[src/rtl/arb_pkg.sv]
// Shared types and default sizing for the round-robin arbiter.
package arb_pkg;

  typedef enum logic [1:0] {
    IDLE  = 2'd0,
    GRANT = 2'd1,
    GAP   = 2'd2
  } arb_state_e;

  localparam int ARB_N_DEFAULT        = 4;
  localparam int ARB_MAX_HOLD_DEFAULT = 8;

endpackage

[src/rtl/rr_pick.sv]
// Rotating-priority encoder: the search starts one past last_id and wraps; the first set req bit wins.
module rr_pick
  import arb_pkg::*;
#(
  parameter  int N    = ARB_N_DEFAULT,
  localparam int ID_W = $clog2(N)
) (
  input  logic [N-1:0]    req,
  input  logic [ID_W-1:0] last_id,
  output logic            any_req,
  output logic [ID_W-1:0] win_id
);

  logic found;

  always_comb begin
    any_req = |req;
    win_id  = '0;
    found   = 1'b0;
    // k = N wraps back to last_id itself, so a lone requester can win again
    for (int k = 1; k <= N; k++) begin
      if (!found && req[(int'(last_id) + k) % N]) begin
        win_id = ID_W'((int'(last_id) + k) % N);
        found  = 1'b1;
      end
    end
  end

endmodule

[src/rtl/rr_arbiter.sv]
// Round-robin arbiter with a bounded grant length, a one-cycle gap after each grant,
// and registered outputs. state_dbg exposes the FSM state register.
module rr_arbiter
  import arb_pkg::*;
#(
  parameter  int N        = ARB_N_DEFAULT,
  parameter  int MAX_HOLD = ARB_MAX_HOLD_DEFAULT,
  localparam int ID_W     = $clog2(N),
  localparam int CNT_W    = $clog2(MAX_HOLD + 1)
) (
  input  logic            clk,
  input  logic            rst,
  input  logic [N-1:0]    req,
  input  logic            done,
  output logic [N-1:0]    gnt,
  output logic [ID_W-1:0] gnt_id,
  output logic            busy,
  output logic            timeout,
  output arb_state_e      state_dbg
);

  localparam logic [N-1:0] ONE_HOT0 = {{(N-1){1'b0}}, 1'b1};

  // Handshake: an owner keeps gnt until it pulses done or drops its own req bit;
  // otherwise the grant is revoked after MAX_HOLD cycles with a one-cycle timeout pulse.

  arb_state_e       state_q, state_d;
  logic [N-1:0]     gnt_q, gnt_d;
  logic [ID_W-1:0]  gnt_id_q, gnt_id_d;
  logic             busy_q, busy_d;
  logic             timeout_q, timeout_d;
  logic [CNT_W-1:0] hold_cnt_q, hold_cnt_d;
  logic [ID_W-1:0]  last_id_q, last_id_d;

  logic             any_req;
  logic [ID_W-1:0]  win_id;
  logic             rel_evt;

  rr_pick #(.N(N)) u_pick (
    .req     (req),
    .last_id (last_id_q),
    .any_req (any_req),
    .win_id  (win_id)
  );

  always_comb begin
    state_d    = state_q;
    gnt_d      = gnt_q;
    gnt_id_d   = gnt_id_q;
    busy_d     = busy_q;
    timeout_d  = 1'b0;
    hold_cnt_d = hold_cnt_q;
    last_id_d  = last_id_q;
    rel_evt    = done || !req[gnt_id_q];

    case (state_q)
      IDLE: begin
        if (any_req) begin
          state_d    = GRANT;
          gnt_d      = ONE_HOT0 << win_id;
          gnt_id_d   = win_id;
          busy_d     = 1'b1;
          hold_cnt_d = CNT_W'(1);
          last_id_d  = win_id;
        end
      end
      GRANT: begin
        // A release in the limit cycle takes priority, so no timeout is flagged then
        if (rel_evt || (hold_cnt_q == CNT_W'(MAX_HOLD))) begin
          state_d    = GAP;
          gnt_d      = '0;
          busy_d     = 1'b0;
          hold_cnt_d = '0;
          timeout_d  = !rel_evt;
        end else begin
          hold_cnt_d = hold_cnt_q + CNT_W'(1);
        end
      end
      GAP: begin
        state_d = IDLE;
      end
      default: begin
        state_d = IDLE;
        gnt_d   = '0;
        busy_d  = 1'b0;
      end
    endcase
  end

  always_ff @(posedge clk) begin
    if (rst) begin
      state_q    <= IDLE;
      gnt_q      <= '0;
      gnt_id_q   <= '0;
      busy_q     <= 1'b0;
      timeout_q  <= 1'b0;
      hold_cnt_q <= '0;
      last_id_q  <= ID_W'(N - 1);
    end else begin
      state_q    <= state_d;
      gnt_q      <= gnt_d;
      gnt_id_q   <= gnt_id_d;
      busy_q     <= busy_d;
      timeout_q  <= timeout_d;
      hold_cnt_q <= hold_cnt_d;
      last_id_q  <= last_id_d;
    end
  end

  assign gnt       = gnt_q;
  assign gnt_id    = gnt_id_q;
  assign busy      = busy_q;
  assign timeout   = timeout_q;
  assign state_dbg = state_q;

endmodule

[config.mk]
export PLATFORM = sky130hd
export DESIGN_NAME = rr_arbiter
export DESIGN_NICKNAME = d
export VERILOG_FILES = /design/src/rtl/arb_pkg.sv /design/src/rtl/rr_pick.sv /design/src/rtl/rr_arbiter.sv
export SDC_FILE = /design/constraint.sdc
export NUM_CORES = 1
export LEC_CHECK = 0
export ABC_AREA = 1
export BUFFER_PORTS_ARGS = -buffer_cell sky130_fd_sc_hd__buf_2
export CORE_UTILIZATION = 50
export CTS_BUF_LIST = sky130_fd_sc_hd__clkbuf_4 sky130_fd_sc_hd__clkbuf_8
export CTS_CLUSTER_DIAMETER = 60
export DETAILED_ROUTE_END_ITERATION = 7
export PLACE_DENSITY = 0.83
export SYNTH_ARGS = -nofsm -noshare
export SYNTH_HDL_FRONTEND = slang
export SYNTH_HIERARCHICAL = 1
export SYNTH_SLANG_ARGS = --single-unit
export TNS_END_PERCENT = 1
[constraint.sdc]
create_clock -name clk -period 4.9 [get_ports clk]
set_clock_uncertainty 0.05 [all_clocks]
set_input_delay 0.245 -clock clk [delete_from_list [all_inputs] [get_ports clk]]
set_output_delay 0.245 -clock clk [all_outputs]
set_load 0.005 [all_outputs]
==> results by group <==
Floorplan
  • Boundary Pins: 17
  • Rows: 16
  • Initial Util: 53.6%
  • Core area: 1980 um2
  • Die Height: 48.1 um
  • Die X: 48.1 um
  • Die footprint: 2310 um2

Timing
  • Final worst-path cycle share: 38.6%
  • Setup violations, final: 0
  • RSZ-0062 raised after global routing: no
  • Tmin final: 1.89 ns
  • Max-slew headroom: 72.7%
  • Fmax: 529 MHz
  • Endpoints failing hold: 0
  • Worst Tran Pin Value: 0.408 ns
  • Setup TNS: 0 ns
  • Max-slew violations: 0

Worst setup path
  • Crit path max-delay family: simple AND/OR/NAND/NOR gates
  • Critical path fanouts, max: 10
  • CP Buf/Inv Count: 2
  • Worst Setup Start Kind: flop
  • Slowest Stage Delay on Critical Path: 0.58 ns
  • CP most frequent cell: nand2_1
  • Crit. End Element: flop
  • Data required time of the worst path: 5.07 ns
  • Worst-path cell chain: inv_6 -> nand2_1 -> nand2_2 -> nand2_1 -> nand2_1 -> inv_1 -> nand2_2 -> nand3_2 -> nand2_1 -> nor3_1 -> nand3_1 -> a21oi_1
  • Worst EP arrival: 2.06 ns
  • Slowest cell on the critical path: dfxtp_1
  • Critical path class: reg -> reg

Run status
  • Status: finished, final reports clean

Detailed routing
  • Remaining antenna violation count after routing: 0
  • Met2 wire len: 1000 um
  • Via count: 998
  • Drt wl/cell: 10.9 um
  • Max Used Layer: met4
  • DRT iter0 DRCs: 7
  • Total Wirelength: 2110 um
  • Drt via density: 5.17
  • DRC viols: 0
  • M1 wire length: 995 um
  • Drt pass-1 iters: 4
  • Wire length on met3: 90 um

Clocking
  • CTS max path bufs: 2
  • Setup Fix Bufs, Post-CTS: 0
  • Worst skew pair latency: 0.28 ns
  • CTS Root Cell: clkbuf_4
  • Htree depth: 1
  • Worst-path clk slew: 0.09 ns
  • Cts hold-fix bufs: 0
  • Post-CTS sizing: 0
  • CTS tree: yes
  • Clk sink count: 16
  • Num CTS Buffers: 3

Power
  • Leak: 0.000588 uW
  • Peak VDD IR: 262 uV
  • Pwr Density: 590 nW/um2

Place
  • # port buffers: 16
  • Detailed Place HPWL: 1640 um
  • Gpl congestion: 0.833

Global route
  • Initial antenna violation count: 0
  • First-pass GRT wire length: 3400 um
  • Remaining global-route overflow: 0
  • Largest net degree at the start of global routing: 15
  • Vias in the first global route: 833
  • Global-route usage over all layers: 20.9%

Synthesis
  • Sequential area share after synthesis: 30.2%
  • Syn nets: 158
  • Mapped cell area: 1060 um2
  • Post-synth top area share: 30.2%
  • Mean post-synth cell area: 7.13 um2
  • Mapped Cells: 149
  • Library cells used by synthesis: 30
  • Synth top area cells: dfxtp_1 30%, nand2_1 12%, inv_1 7.1%
  • Synth warnings: 6
  • Post-synth top area cell: dfxtp_1
  • Synth Register Bits: 16

Cells and area
  • Fraction of layout cells with a size suffix above 1: 30.7%
  • Diode count: 0
  • Most common cell after layout, fill and taps aside: nand2_1
  • P&R area growth vs syn: 11.4%
  • Most frequent cells in the layout: 33 x nand2_1, 20 x inv_1, 16 x dfxtp_1, 16 x buf_2, 12 x nand3_1
  • Nets: 177
  • Final design utilization: 59.7%

Job
  • Number of max-cap violations: 0

Hold path
  • Worst min path class: in -> reg
cell type report:
cell class	instances	area, um2
clock buffer	3	22.5
sequential	16	320
fill	195	798
multi-input combinational	106	626
tap	27	33.8
inverter	25	101
timing repair buffer	16	80.1
worst paths after layout:
kind                      from            end  slack [ns]  cells past startpoint
hold reg to reg         gnt[0]         gnt[0]        0.42                      2
setup reg to reg  last_id_q[0]         gnt[2]        3.01                     12
hold / removal             rst  hold_cnt_q[1]        0.25                      2
setup / recovery  last_id_q[0]         gnt[2]        3.01                     12
state kept, by name, indices dropped and copies added, names as in the netlist:
register    cells
hold_cnt_q      4
timeout         1
last_id_q       2
state_dbg       2
busy            1
gnt_id          2
gnt             4
stage by stage:
step | setup slack, ns | std cells | instance area (um2) | total power (uW) | hold WS (ns)
after detailed placement | 3.06 | 190 | 1160 | 629 | 0.409
after global placement | 3.12 | 190 | 1160 | 614 | 0.397
after global routing | 2.85 | 193 | 1180 | 756 | 0.255
after floorplan | 3.31 | 149 | 1060 | 552 | 0.273
after CTS | 3.02 | 193 | 1180 | 698 | 0.246
final | 3.01 | 193 | 1180 | 698 | 0.247
power breakdown:
group	switching (uW)	internal, uW	total (uW)
Combinational	266	155	422
Sequential	42.2	166	208
Clock	39.8	28.5	68.3
Total	348	350	698
Yosys cell counts (all sizes together):
master	count
nand2	49
inv	25
dfxtp	16
nor2	15
nand3	13
a21oi	12
nand4	3
o21ai	3
ha	2
o211ai	2
a211oi	1
a31oi	1
and3	1
buf	1
clkbuf	1
nand3b	1
nor3	1
or2	1
xor2	1
kinds of logic after synthesis:
kind of cell / count (synthesis) / synth area share [%]
AND/OR/NAND/NOR: 84 / 44.9
XOR/XNOR: 1 / 0.825
adder cells (fa/ha/maj): 2 / 2.36
flip-flops: 16 / 30.2
AO/OA/AOI/OAI: 19 / 10.8
buffers and inverters: 27 / 11.0
metal layers:
metal	global-route usage, %	up-vias
li1	-	514
met1	26.0	460
met2	36.5	20
met3	4.81	4
met4	5.00	0
met5	0	-
worst reg2reg max path, delay by kind of cell, from the launching register on:
| kind | cells | cell delay [ns] |
|---|---|---|
| AOI/OAI and AO/OA | 1 | 0.16 |
| buffers and inverters | 2 | 0.19 |
| DFF | 1 | 0.58 |
| and+or+nand+nor | 9 | 0.84 |
No activity file was read; power rests on OpenSTA's default activity.
